## config.mk

```make
export PLATFORM = sky130hd
export DESIGN_NAME = dmem_arbiter
export DESIGN_NICKNAME = d
export VERILOG_FILES = /design/src/rtl/dmem_arb_pkg.sv /design/src/rtl/dmem_arbiter_rr_pick.sv /design/src/rtl/dmem_arbiter.sv
export SDC_FILE = /design/constraint.sdc
export NUM_CORES = 1
export LEC_CHECK = 0
export ABC_AREA = 1
export CAP_MARGIN = 15
export CORE_MARGIN = 10
export CORE_UTILIZATION = 39
export DETAILED_ROUTE_END_ITERATION = 7
export HOLD_SLACK_MARGIN = 0.05
export PLACE_DENSITY = 0.83
export SYNTH_ARGS = -nofsm -noshare
export SYNTH_HDL_FRONTEND = slang
export SYNTH_SLANG_ARGS = --single-unit
```

## constraint.sdc

```tcl
create_clock -name i_CLK -period 3.45 [get_ports i_CLK]
set_clock_uncertainty 0.15 [all_clocks]
set_input_delay 0.5175 -clock i_CLK [delete_from_list [all_inputs] [get_ports i_CLK]]
set_output_delay 0.5175 -clock i_CLK [all_outputs]
set_load 0.01 [all_outputs]
```

## src/rtl/dmem_arb_pkg.sv

```systemverilog
// Shared defaults, index-width helper and the read-return tag carried alongside memory commands.
package dmem_arb_pkg;

   localparam int DEF_NUM_REQ = 4;
   localparam int DEF_DATA_W  = 32;
   localparam int DEF_ADDR_W  = 15;
   localparam int MAX_REQ     = 8;

   function automatic int idx_w(input int n);
      return (n > 1) ? $clog2(n) : 1;
   endfunction

   localparam int IDX_W     = idx_w(DEF_NUM_REQ);
   // Tag index is sized for the largest legal requester count so every instance shares one type.
   localparam int TAG_IDX_W = idx_w(MAX_REQ);

   typedef struct packed {
      logic                 valid;
      logic                 is_read;
      logic [TAG_IDX_W-1:0] idx;
   } tag_t;

endpackage

```

## src/rtl/dmem_arbiter_rr_pick.sv

```systemverilog
// Combinational round-robin picker: first request at or above ptr wins, wrapping to 0.
// Emits a one-hot grant and the binary winner index (index is 0 when nothing requests).
module rr_pick
   import dmem_arb_pkg::*;
#(
   parameter int N  = DEF_NUM_REQ,
   parameter int IW = IDX_W
) (
   input  logic [N-1:0]  i_req,
   input  logic [IW-1:0] i_ptr,
   output logic [N-1:0]  o_gnt,
   output logic [IW-1:0] o_idx
);

   logic w_found;
   int   w_pos;

   always_comb begin
      o_gnt   = '0;
      o_idx   = '0;
      w_found = 1'b0;
      w_pos   = 0;
      for (int i = 0; i < N; i++) begin
         w_pos = int'(i_ptr) + i;
         if (w_pos >= N) begin
            w_pos = w_pos - N;
         end
         if (!w_found && i_req[w_pos]) begin
            w_found      = 1'b1;
            o_gnt[w_pos] = 1'b1;
            o_idx        = IW'(w_pos);
         end
      end
   end

endmodule

```

## src/rtl/dmem_arbiter.sv

```systemverilog
// Round-robin arbiter sharing one BlockRAM port; registered command stage, reads return 2 cycles after acceptance.
// A tag pipeline alongside the command steers the one-hot read-valid pulse back to the original requester.
module dmem_arbiter
   import dmem_arb_pkg::*;
#(
   parameter int NUM_REQ    = DEF_NUM_REQ,
   parameter int data_width = DEF_DATA_W,
   parameter int addr_width = DEF_ADDR_W
) (
   input  logic                          i_CLK,
   input  logic                          i_RST,
   input  logic [NUM_REQ-1:0]            i_REQ,
   input  logic [NUM_REQ-1:0]            i_WE,
   input  logic [NUM_REQ*addr_width-1:0] i_ADDR,
   input  logic [NUM_REQ*data_width-1:0] i_WDATA,
   output logic [NUM_REQ-1:0]            o_GNT,
   output logic [NUM_REQ-1:0]            o_RVALID,
   output logic [data_width-1:0]         o_RDATA,
   output logic                          o_MEM_EN,
   output logic                          o_MEM_WE,
   output logic [addr_width-1:0]         o_MEM_ADDR,
   output logic [data_width-1:0]         o_MEM_WDATA,
   input  logic [data_width-1:0]         i_MEM_RDATA
);

   localparam int IW = idx_w(NUM_REQ);

   logic [IW-1:0]         r_ptr;
   tag_t                  r_tag1;
   tag_t                  r_tag2;

   logic [NUM_REQ-1:0]    w_pick_gnt;
   logic [IW-1:0]         w_win;
   logic [IW-1:0]         w_ptr_nxt;
   logic                  w_acc;
   logic                  w_win_we;
   logic [addr_width-1:0] w_win_addr;
   logic [data_width-1:0] w_win_wdata;
   tag_t                  w_tag_in;

   rr_pick #(
      .N  (NUM_REQ),
      .IW (IW)
   ) u_rr_pick (
      .i_req (i_REQ),
      .i_ptr (r_ptr),
      .o_gnt (w_pick_gnt),
      .o_idx (w_win)
   );

   assign o_GNT       = i_RST ? '0 : w_pick_gnt;
   assign w_acc       = |(i_REQ & o_GNT);
   assign w_win_we    = i_WE[w_win];
   assign w_win_addr  = i_ADDR[w_win*addr_width +: addr_width];
   assign w_win_wdata = i_WDATA[w_win*data_width +: data_width];
   assign w_ptr_nxt   = (w_win == IW'(NUM_REQ - 1)) ? '0 : w_win + 1'b1;

   always_comb begin
      w_tag_in         = '0;
      w_tag_in.valid   = w_acc;
      w_tag_in.is_read = ~w_win_we;
      w_tag_in.idx     = TAG_IDX_W'(w_win);
   end

   always_ff @(posedge i_CLK or posedge i_RST) begin
      if (i_RST) begin
         r_ptr       <= '0;
         o_MEM_EN    <= 1'b0;
         o_MEM_WE    <= 1'b0;
         o_MEM_ADDR  <= '0;
         o_MEM_WDATA <= '0;
         r_tag1      <= '0;
         r_tag2      <= '0;
      end else begin
         o_MEM_EN <= w_acc;
         o_MEM_WE <= w_acc & w_win_we;
         if (w_acc) begin
            r_ptr       <= w_ptr_nxt;
            o_MEM_ADDR  <= w_win_addr;
            o_MEM_WDATA <= w_win_wdata;
         end
         r_tag1 <= w_tag_in;
         r_tag2 <= r_tag1;
      end
   end

   // Second tag stage lines up with the cycle the BlockRAM presents read data.
   always_comb begin
      o_RVALID = '0;
      for (int k = 0; k < NUM_REQ; k++) begin
         if (r_tag2.valid && r_tag2.is_read && (r_tag2.idx == TAG_IDX_W'(k))) begin
            o_RVALID[k] = 1'b1;
         end
      end
   end

   assign o_RDATA = i_MEM_RDATA;

endmodule

```

# ---- Word-level counts from Yosys, hierarchy flattened
# Index checks and enable logic that the tools add are counted.
dict set report op_classes {
  n_lt_le_gt_ge 13
  n_bitwise 6
  eq_ne 4
  shift 2
  n_mul 1
  addsub 8
  reduce_logical 17
  mux 43
}
# op count
set ops {}
lappend ops {{greater-or-equal comparator 32 x 1 -> 1 bit (second input constant)} 4}
lappend ops {{less-than comparator 32 x 4 -> 1 bit (second input constant)} 4}
lappend ops {{two-way mux 32 bit} 4}
lappend ops {{indexed part select 128 x 8 -> 32 bit} 1}
lappend ops {{greater-or-equal comparator 32 x 4 -> 1 bit (second input constant)} 3}
lappend ops {{subtractor 32 x 4 -> 32 bit (second input constant)} 3}
lappend ops {{indexed part select 60 x 7 -> 15 bit} 1}
lappend ops {{two-way mux 1 bit} 20}
lappend ops {{two-way mux 4 bit} 5}
lappend ops {{logical AND 1 bit} 12}
lappend ops {{bitwise OR 4 bit} 3}
lappend ops {{binary-select mux 1 bit (select 2 bit)} 5}
lappend ops {{two-way mux 2 bit} 5}
lappend ops {{demux 1 bit (select 2 bit)} 4}
lappend ops {{adder 2 x 2 -> 3 bit (second input constant)} 2}
lappend ops {{equality test 2 bit (second input constant)} 3}
lappend ops {{multiplier 2 x 4 -> 6 bit (second input constant)} 1}
lappend ops {{AND 4 bit} 1}
lappend ops {{OR reduction 4 bit} 1}
lappend ops {{subtractor 2 x 3 -> 4 bit (second input constant)} 1}
lappend ops {{adder 2 x 1 -> 3 bit (second input constant)} 1}
lappend ops {{greater-or-equal comparator 2 x 3 -> 1 bit (second input constant)} 1}
lappend ops {{zero test 1 bit} 3}
lappend ops {{zero test 3 bit} 1}
lappend ops {{5 further kinds} 5}
dict set report totals {
  inputBits 230
  wordCells 104
  regBits 58
  output_inout_bits 89
}

# ---- Logic depth before layout (Yosys ltp)
# Gate-level depths: netlist of the first run.
dict set report logic_depth {
  ltp_word 19
  depth_mapped 18
  mapped_depth_nobuf 15
}

# ---- By module
# Synthesis of the first run repeated with hierarchy kept, for this count alone.
dict set report unflattened {
  hier_cells 871
  hier_area_um2 5293.8
}
# module area_per_inst_um2 instances cells_each
set by_module_without_submodules {}
lappend by_module_without_submodules {dmem_arbiter 4779.6 1 786}
lappend by_module_without_submodules {rr_pick 514.2 1 85}

# ---- Worst setup path after synthesis of the first run
# Ideal clock, no wire load.
dict set report synth_path {
  kind {input-to-reg}
  from {in i_RST}
  to {reg o_MEM_ADDR[11]}
  setup_ps 121
  path_stages 7
  arrival_time_ps 3075
  path_slack_ps 105
  path_buffers 2
  path_cell_list {clkinv_1 nand3_1 nand2_4 buf_6 buf_2 o21ai_1 nand2_1}
}
dict set report synth_between {
  elab_chain_len 3
}
# item line_no
set synth_rtl {}
lappend synth_rtl {{from (decl)} dmem_arbiter.sv:11} ;# input logic i_RST,
lappend synth_rtl {{two-way mux 4 bit} dmem_arbiter.sv:51} ;# assign o_GNT = i_RST ? '0 : w_pick_gnt;
lappend synth_rtl {{AND 4 bit} dmem_arbiter.sv:52} ;# assign w_acc = |(i_REQ & o_GNT);
lappend synth_rtl {{OR reduction 4 bit} dmem_arbiter.sv:52}
lappend synth_rtl {{to (signal assigned)} dmem_arbiter.sv:79} ;# o_MEM_ADDR <= w_win_addr;
lappend synth_rtl {{to (decl)} dmem_arbiter.sv:21} ;# output logic [addr_width-1:0] o_MEM_ADDR,
# Every way passes these cells.
# A chain may end at the register's enable or synchronous reset.

# ---- Worst setup path in the final report of the first run
dict set report layout_path {
  from {reg r_ptr[1]}
  to {out o_GNT[1]}
}
dict set report layout_between {
  elab_chain_len 16
  elab_cells_between_ends 64
  classes_between {7 x add/sub; 12 x order compare; 32 x mux; 3 x bitwise; 10 x reduce/logical}
}
# item line_no
set layout_rtl {}
lappend layout_rtl {{from (decl)} dmem_arbiter.sv:28} ;# logic [IW-1:0] r_ptr;
lappend layout_rtl {{from (signal assigned)} dmem_arbiter.sv:78} ;# r_ptr <= w_ptr_nxt;
lappend layout_rtl {{branches (longest 14 deep; another with subtractor 32 x 4 -> 32 bit)} -}
lappend layout_rtl {{two-way mux 4 bit *} dmem_arbiter_rr_pick.sv:28} ;# if (!w_found && i_req[w_pos]) begin
lappend layout_rtl {{two-way mux 4 bit *} dmem_arbiter.sv:51}
lappend layout_rtl {{to (decl)} dmem_arbiter.sv:16} ;# output logic [NUM_REQ-1:0] o_GNT,
# Mark *: on every way between the ends. The select of a mux whose other input is x is not followed.

==> run metrics, run 1 <==
DRC viols 0; vias post-DR between 5000 and 6000; number of flops mapped to enable cells by yosys 0; GRT overflow 0; Power Density roughly 1100 nW/µm²; Mapped Area around 5400 µm²; RSZ-0062 raised after global routing no; fin. max-slew vios 0; # IOs ~320; CP arrival 2600 ps; FP Rows 42; FF+latch count, synth 58; largest area contributor in the netlist dfrtp_1; Reg clk slew, reported paths 50 ps; Chip Width roughly 140 µm; final period utilization 0.9458; total power 8.761 mW; CTS Root Cell clkbuf_16; Clock Latency Late Sink 320 ps; # setup viols final 0; delay-heaviest family, CP buffers and inverters; P_leak 4.023 nW; Post-Syn Area per Cell ~6.5 µm²; Placeable Area approximately 13000 µm²; Peak supply drop around 0.69 mV; initial core utilization 0.4013; main area contributors after synthesis dfrtp_1, nand2_1, nand3b_1, nand3_1, inv_1; post-route setup TNS 0 ps; Routed WL about 19000 µm; GP Congestion around 0.85; chip height approximately 140 µm; worst path cell trace inv_2 -> ha_2 -> inv_1 -> nand3_1 -> nand2_1 -> nor2_4 -> a21boi_0 -> nand3_1 -> nand2_1 -> inv_1 -> clkdlybuf4s50_1; min Tclk post-route 3263 ps; Crit Path Category reg -> out; post-synthesis sequential area ratio 0.2699; Clock Sinks 58; Worst Path Max Fanout 6; FMAX between 300 and 400 MHz; max cap viols 0; Pre-antenna DRT Iters 5; asr flop ratio synth 1.000; Crit. End Element primary output; routed length per placed instance 15.89 µm; post-synth top area share 0.2699; fraction of layout cells with a size suffix above 1 0.06105; largest net degree at the start of global routing 97; number of DRC markers in iteration 0 roughly 300; DP HPWL about 15000 µm; Setup crit start kind register; Avg Vias per Cell between 4 and 5; I/O Buffers about 250; status finished clean; Nets 1262; Slew @ Worst Pin 738.9 ps; Post-synth top flop dfrtp_1; gr usage total 0.1968; initial antenna violation count 0; CTS H-tree depth 3; Critical Path RT between 2000 and 3000 ps; Total Die Area about 19000 µm²; slew margin rel. 0.5074; library cells used by synthesis 28; Final Hold Fails 0; Slowest cell on crit path clkdlybuf4s50_1; final antenna-violating net count 0; global-route wire length before repair around 30000 µm; CTS buffer count 9; synthesis-to-layout area growth 49.84%; critical path's largest stage delay between 400 and 500 ps; vias in the first global route 5731; Max Root-Sink Buffers 2; CTS tree yes; worst min-delay path class reg -> reg; post-synth net total 1065; WP buf/inv 4; Syn Inst Count 830; Antenna diodes 0; Synth Warn # 0
[synth_stat cells, types with 2 or more instances]
cell type / instances
a21boi_0: 5
a21oi_1: 2
buf_1: 3
buf_2: 24
buf_4: 40
buf_6: 12
clkbuf_1: 10
dfrtp_1: 58
ha_1: 5
inv_1: 109
inv_2: 2
nand2_1: 270
nand2_2: 6
nand2_4: 5
nand3_1: 115
nand3_2: 2
nand3b_1: 94
nand4_1: 5
nor2_1: 2
nor2_2: 2
nor3_1: 4
o21ai_0: 25
o21ai_1: 25
[cell type report]
cell class / instances / area (µm²)
multi-input cells: 570 / 2903
clock inverters: 6 / 88.84
clock buffers: 10 / 239.0
fillers: 1252 / 5343
well taps: 176 / 220.2
inverters: 113 / 429.2
flip-flops and latches: 58 / 1453
repair buffers: 275 / 2725
[routing by layer]
metal  wire length (µm)  global-route usage  vias to the layer above
li1                   -                   -                     2981
met3               1703             0.06664                       47
met4                612             0.07728                        0
met5                  0                   0                        -
met2               9305              0.3369                      212
met1               7572              0.2199                     2608
[flip-flops by register name (all words and copies together) (netlist names)]
register     cells
r_tag1           4
o_MEM_WDATA     32
o_MEM_WE         1
o_MEM_ADDR      15
r_tag2           4
r_ptr            2
[metrics by stage]
stage	util	worst slack [ps]	hold slack (ps)	instances	cell area, µm²
after floorplan	-	104.9	181.2	830	5378
after global placement	0.5745	281.3	182.2	1189	7699
after detailed placement	0.5745	231.8	187.9	1189	7699
after CTS	0.6001	31.37	204.5	1207	8041
after global routing	0.6013	37.56	224.5	1208	8058
final	0.6013	187.0	200.6	1208	8058
[worst register-to-register path, stage by stage, from the launching register on]
cell,delay [ps]
dfrtp_2,430
inv_2,100
ha_2,390
inv_1,80
nand3_1,80
nand2_1,80
nor2_4,200
buf_4,150
buf_4,110
nand2_1,80
nand2_4,100
buf_4,450
nand3b_1,200
nand3_1,110
nand2_1,60
o21ai_1,70
nand2_1,70
[cell usage in the layout, fill, tap and decap left out]
cell type	n
nor2_1	2
clkbuf_8	1
a21boi_0	5
dfrtp_2	1
ha_2	1
nand3_1	115
bufinv_16	2
o21ai_0	25
dfrtp_1	57
nor3_1	4
inv_6	2
buf_12	2
o21ai_1	25
a21oi_1	2
nor2_2	1
nand2_2	7
clkdlybuf4s50_1	254
nand4_4	1
clkbuf_16	9
clkinvlp_4	2
inv_1	108
nor2_4	2
clkinv_2	1
nand2_4	5
nor2_8	1
buf_4	19
ha_1	4
nand3_2	2
nand2_1	269
nand4_1	5
nand3b_1	94
inv_2	4
[timing repair]
item	in CTS	in global routing
gates resized for setup	0	4
hold buffers	0	0
hold endpoints to repair	0	0
gates cloned	0	0
endpoints found under the setup margin	1	4
buffers inserted	2	1
pin swaps	1	1
[worst paths after layout]
path	startpoint	endpoint	slack, ps	depth (start not counted)
worst max-delay path	r_ptr[1]	o_GNT[1]	190	11
worst min-delay path	r_tag1[1]	r_tag2[1]	200	0
worst max register to register	r_ptr[1]	o_MEM_ADDR[5]	440	16
worst min register to register	r_tag1[1]	r_tag2[1]	200	0
max in group asynchronous	i_RST	r_ptr[1]	1860	3
min in group asynchronous	i_RST	r_tag1[0]	770	3
[power by group]
part           switching, mW  internal [mW]
sequential             0.177           1.04
clock                  0.319          0.652
combinational           4.04           2.53
total                   4.54           4.22
[cells by family after synthesis]
| kind of cell | synth area share |
|---|---|
| AND/OR/NAND/NOR | 0.4709 |
| buffers and inverters | 0.1922 |
| flip-flops | 0.2699 |
| AO/OA/AOI/OAI | 0.05538 |
| adder cells (fa/ha/maj) | 0.01163 |
No activity file was read; power rests on OpenSTA's default activity.
==> inputs of run 2 (changes only) <==
--- a/config.mk
+++ b/config.mk
@@ -11,7 +11,7 @@
 export CORE_UTILIZATION = 39
 export DETAILED_ROUTE_END_ITERATION = 7
 export HOLD_SLACK_MARGIN = 0.05
-export PLACE_DENSITY = 0.83
+export PLACE_DENSITY = 0.92
 export SYNTH_ARGS = -nofsm -noshare
 export SYNTH_HDL_FRONTEND = slang
 export SYNTH_SLANG_ARGS = --single-unit
==> run 2 against run 1 <==
Sequential power is essentially flat. Design area grew 1.0%. Worst setup slack lost 15 ps. Critical path type unchanged. Largest power group unchanged.
==> run metrics, run 2 (same netlist as run 1, synthesis figures left out) <==
initial core utilization 0.4013; Clock Latency Late Sink about 320 ps; Critical Path RT ~2800 ps; Top Metal Used met4; Int Power approximately 4.4 mW; slew margin rel. 0.5077; Most flops, register o_MEM_WDATA; CTS Root Cell clkbuf_16; RSZ-0062 raised after global routing no; CTS H-tree depth 3; largest net degree at the start of global routing just under 100; FP Rows 42; # IOs 319; chip height roughly 140 µm; wl on met1 about 7600 µm; fin. max-slew vios 0; final period utilization 0.9502; vias in the first global route slightly below 6000; DRC viols 0; DP HPWL ~15000 µm; clock share of power 0.116; global-route wire length before repair around 31000 µm; Total Die Area roughly 19000 µm²; Design Area, Final 8139 µm²; Peak supply drop a little under 0.6 mV; Reg2Reg Setup Slack around 500 ps; post-route setup TNS 0 ps; FMAX approximately 310 MHz; synthesis-to-layout area growth 51.35%; Clock Sinks between 50 and 60; Chip Width 137.4 µm; Reg power frac 0.133; Worst Path Max Fanout 6; DR WL met2 ~9500 µm; Sw Share 0.5123; Final Hold Fails 0; reg2reg end o_MEM_ADDR[8]; Antenna diodes 0; gr usage total 0.2015; Max Root-Sink Buffers 2; Crit Path Category reg -> out; Power Density about 1100 nW/µm²; Pre-antenna DRT Iters 7; CP startpoint r_ptr[1]; vias post-DR 6004; routed length per placed instance approximately 16 µm; Nets around 1300; initial antenna violation count 0; fraction of layout cells with a size suffix above 1 0.05922; DP Area slightly below 8000 µm²; crit path capture o_GNT[1]; I/O Buffers between 200 and 300; CTS buffer count 9; final antenna-violating net count 0; Layout fillers ~1200; footprint of the multi-input gates roughly 3000 µm²; max cap viols 0; sw power 4.660 mW; GP Congestion 0.9015; Reg clk slew, reported paths approximately 60 ps; CTS tree yes; Worst Setup Slack, final approximately 170 ps; Avg Vias per Cell 4.978; pre-CTS WS 261.5 ps; most frequent cells in the layout nand2_1, clkdlybuf4s50_1, nand3_1; register area 1453 µm²; met3 wire len ~2000 µm; Reg2Reg Depth 15; biggest regs o_MEM_WDATA x32, o_MEM_ADDR x15; Crit. End Element primary output; min Tclk post-route between 3000 and 4000 ps; P_leak ~4 nW; Routed WL ~20000 µm; # setup viols final 0; Slew @ Worst Pin between 700 and 800 ps; Gate power share 0.751; CP arrival between 2000 and 3000 ps; GRT overflow 0; Setup crit start kind register; max reg flops 32; Placeable Area around 13000 µm²; hold buffers post-CTS 0; reg2reg start r_ptr[1]; worst min-delay path class reg -> reg; status finished clean; number of DRC markers in iteration 0 approximately 500; most common cell after layout, fill and taps aside nand2_1
-- run 2: power by group through the flow --
| stage | clock (mW) | combinational (mW) | sequential, mW |
|---|---|---|---|
| after floorplan | 0 | 4.68 | 1.33 |
| final | 1.05 | 6.83 | 1.21 |
| after global routing | 1.12 | 7.66 | 1.25 |
| after CTS | 1.08 | 6.84 | 1.21 |
| after global placement | 0 | 6.66 | 1.21 |
| after detailed placement | 0 | 6.81 | 1.22 |
-- run 2: through the flow --
| stage | utilization | std cells | hold slack (ps) | power (mW) |
|---|---|---|---|---|
| global placement | 0.5786 | 1188 | 183.2 | 7.862 |
| global route | 0.6074 | 1206 | 199.4 | 10.03 |
| detailed placement | 0.5786 | 1188 | 184.7 | 8.029 |
| floorplan | - | 830 | 181.2 | 6.004 |
| CTS | 0.6053 | 1205 | 193.8 | 9.133 |
| finish | 0.6074 | 1206 | 194.1 | 9.096 |
-- run 2: critical path, stage by stage (launching register included) --
cell and delay (ps):
dfrtp_2 450, inv_1 240, ha_4 270, inv_1 90
nand3_1 90, nand2_1 150, nand2_1 90, nor2_2 100
nand2_1 60, nand3_1 120, nand2_1 60, inv_1 50
clkdlybuf4s50_1 530
-- run 2: layout make-up --
cell class | instances | area share
Multi-Input combinational cell | 571 | 0.3590
Timing Repair Buffer | 272 | 0.3397
Sequential cell | 58 | 0.1785
Inverter | 113 | 0.05273
Clock buffer | 9 | 0.02767
Tap cell | 176 | 0.02706
Clock inverter | 7 | 0.01537
-- run 2: worst min path at each step --
stage	start	endpoint	cells after the start
final	r_tag1[0]	r_tag2[0]	0
after CTS	r_tag1[1]	r_tag2[1]	0
after floorplan	r_tag1[0]	r_tag2[0]	0
after global routing	r_tag1[0]	r_tag2[0]	0
after detailed placement	r_tag1[1]	r_tag2[1]	0
after global placement	r_tag1[3]	r_tag2[3]	0
-- run 2: routing by layer --
metal  track usage  vias to the layer above
met2        0.3379                      280
li1              -                     2990
met3       0.06956                       50
met4       0.07787                        0
met5             0                        -
met1        0.2304                     2684
-- run 2: timing repair --
action                                  4_1_cts  5_1_grt
resized for setup                             0        5
pin swaps                                     1        1
gates cloned                                  0        1
buffers inserted                              1        0
endpoints found under the setup margin        4        4
==> inputs of run 3 (changes only) <==
--- a/config.mk
+++ b/config.mk
@@ -6,7 +6,7 @@
 export NUM_CORES = 1
 export LEC_CHECK = 0
 export ABC_AREA = 1
-export CAP_MARGIN = 15
+export CAP_MARGIN = 30
 export CORE_MARGIN = 10
 export CORE_UTILIZATION = 39
 export DETAILED_ROUTE_END_ITERATION = 7
==> results of run 3 <==
No change in the layout: final DEF, timing and power equal those of run 2.
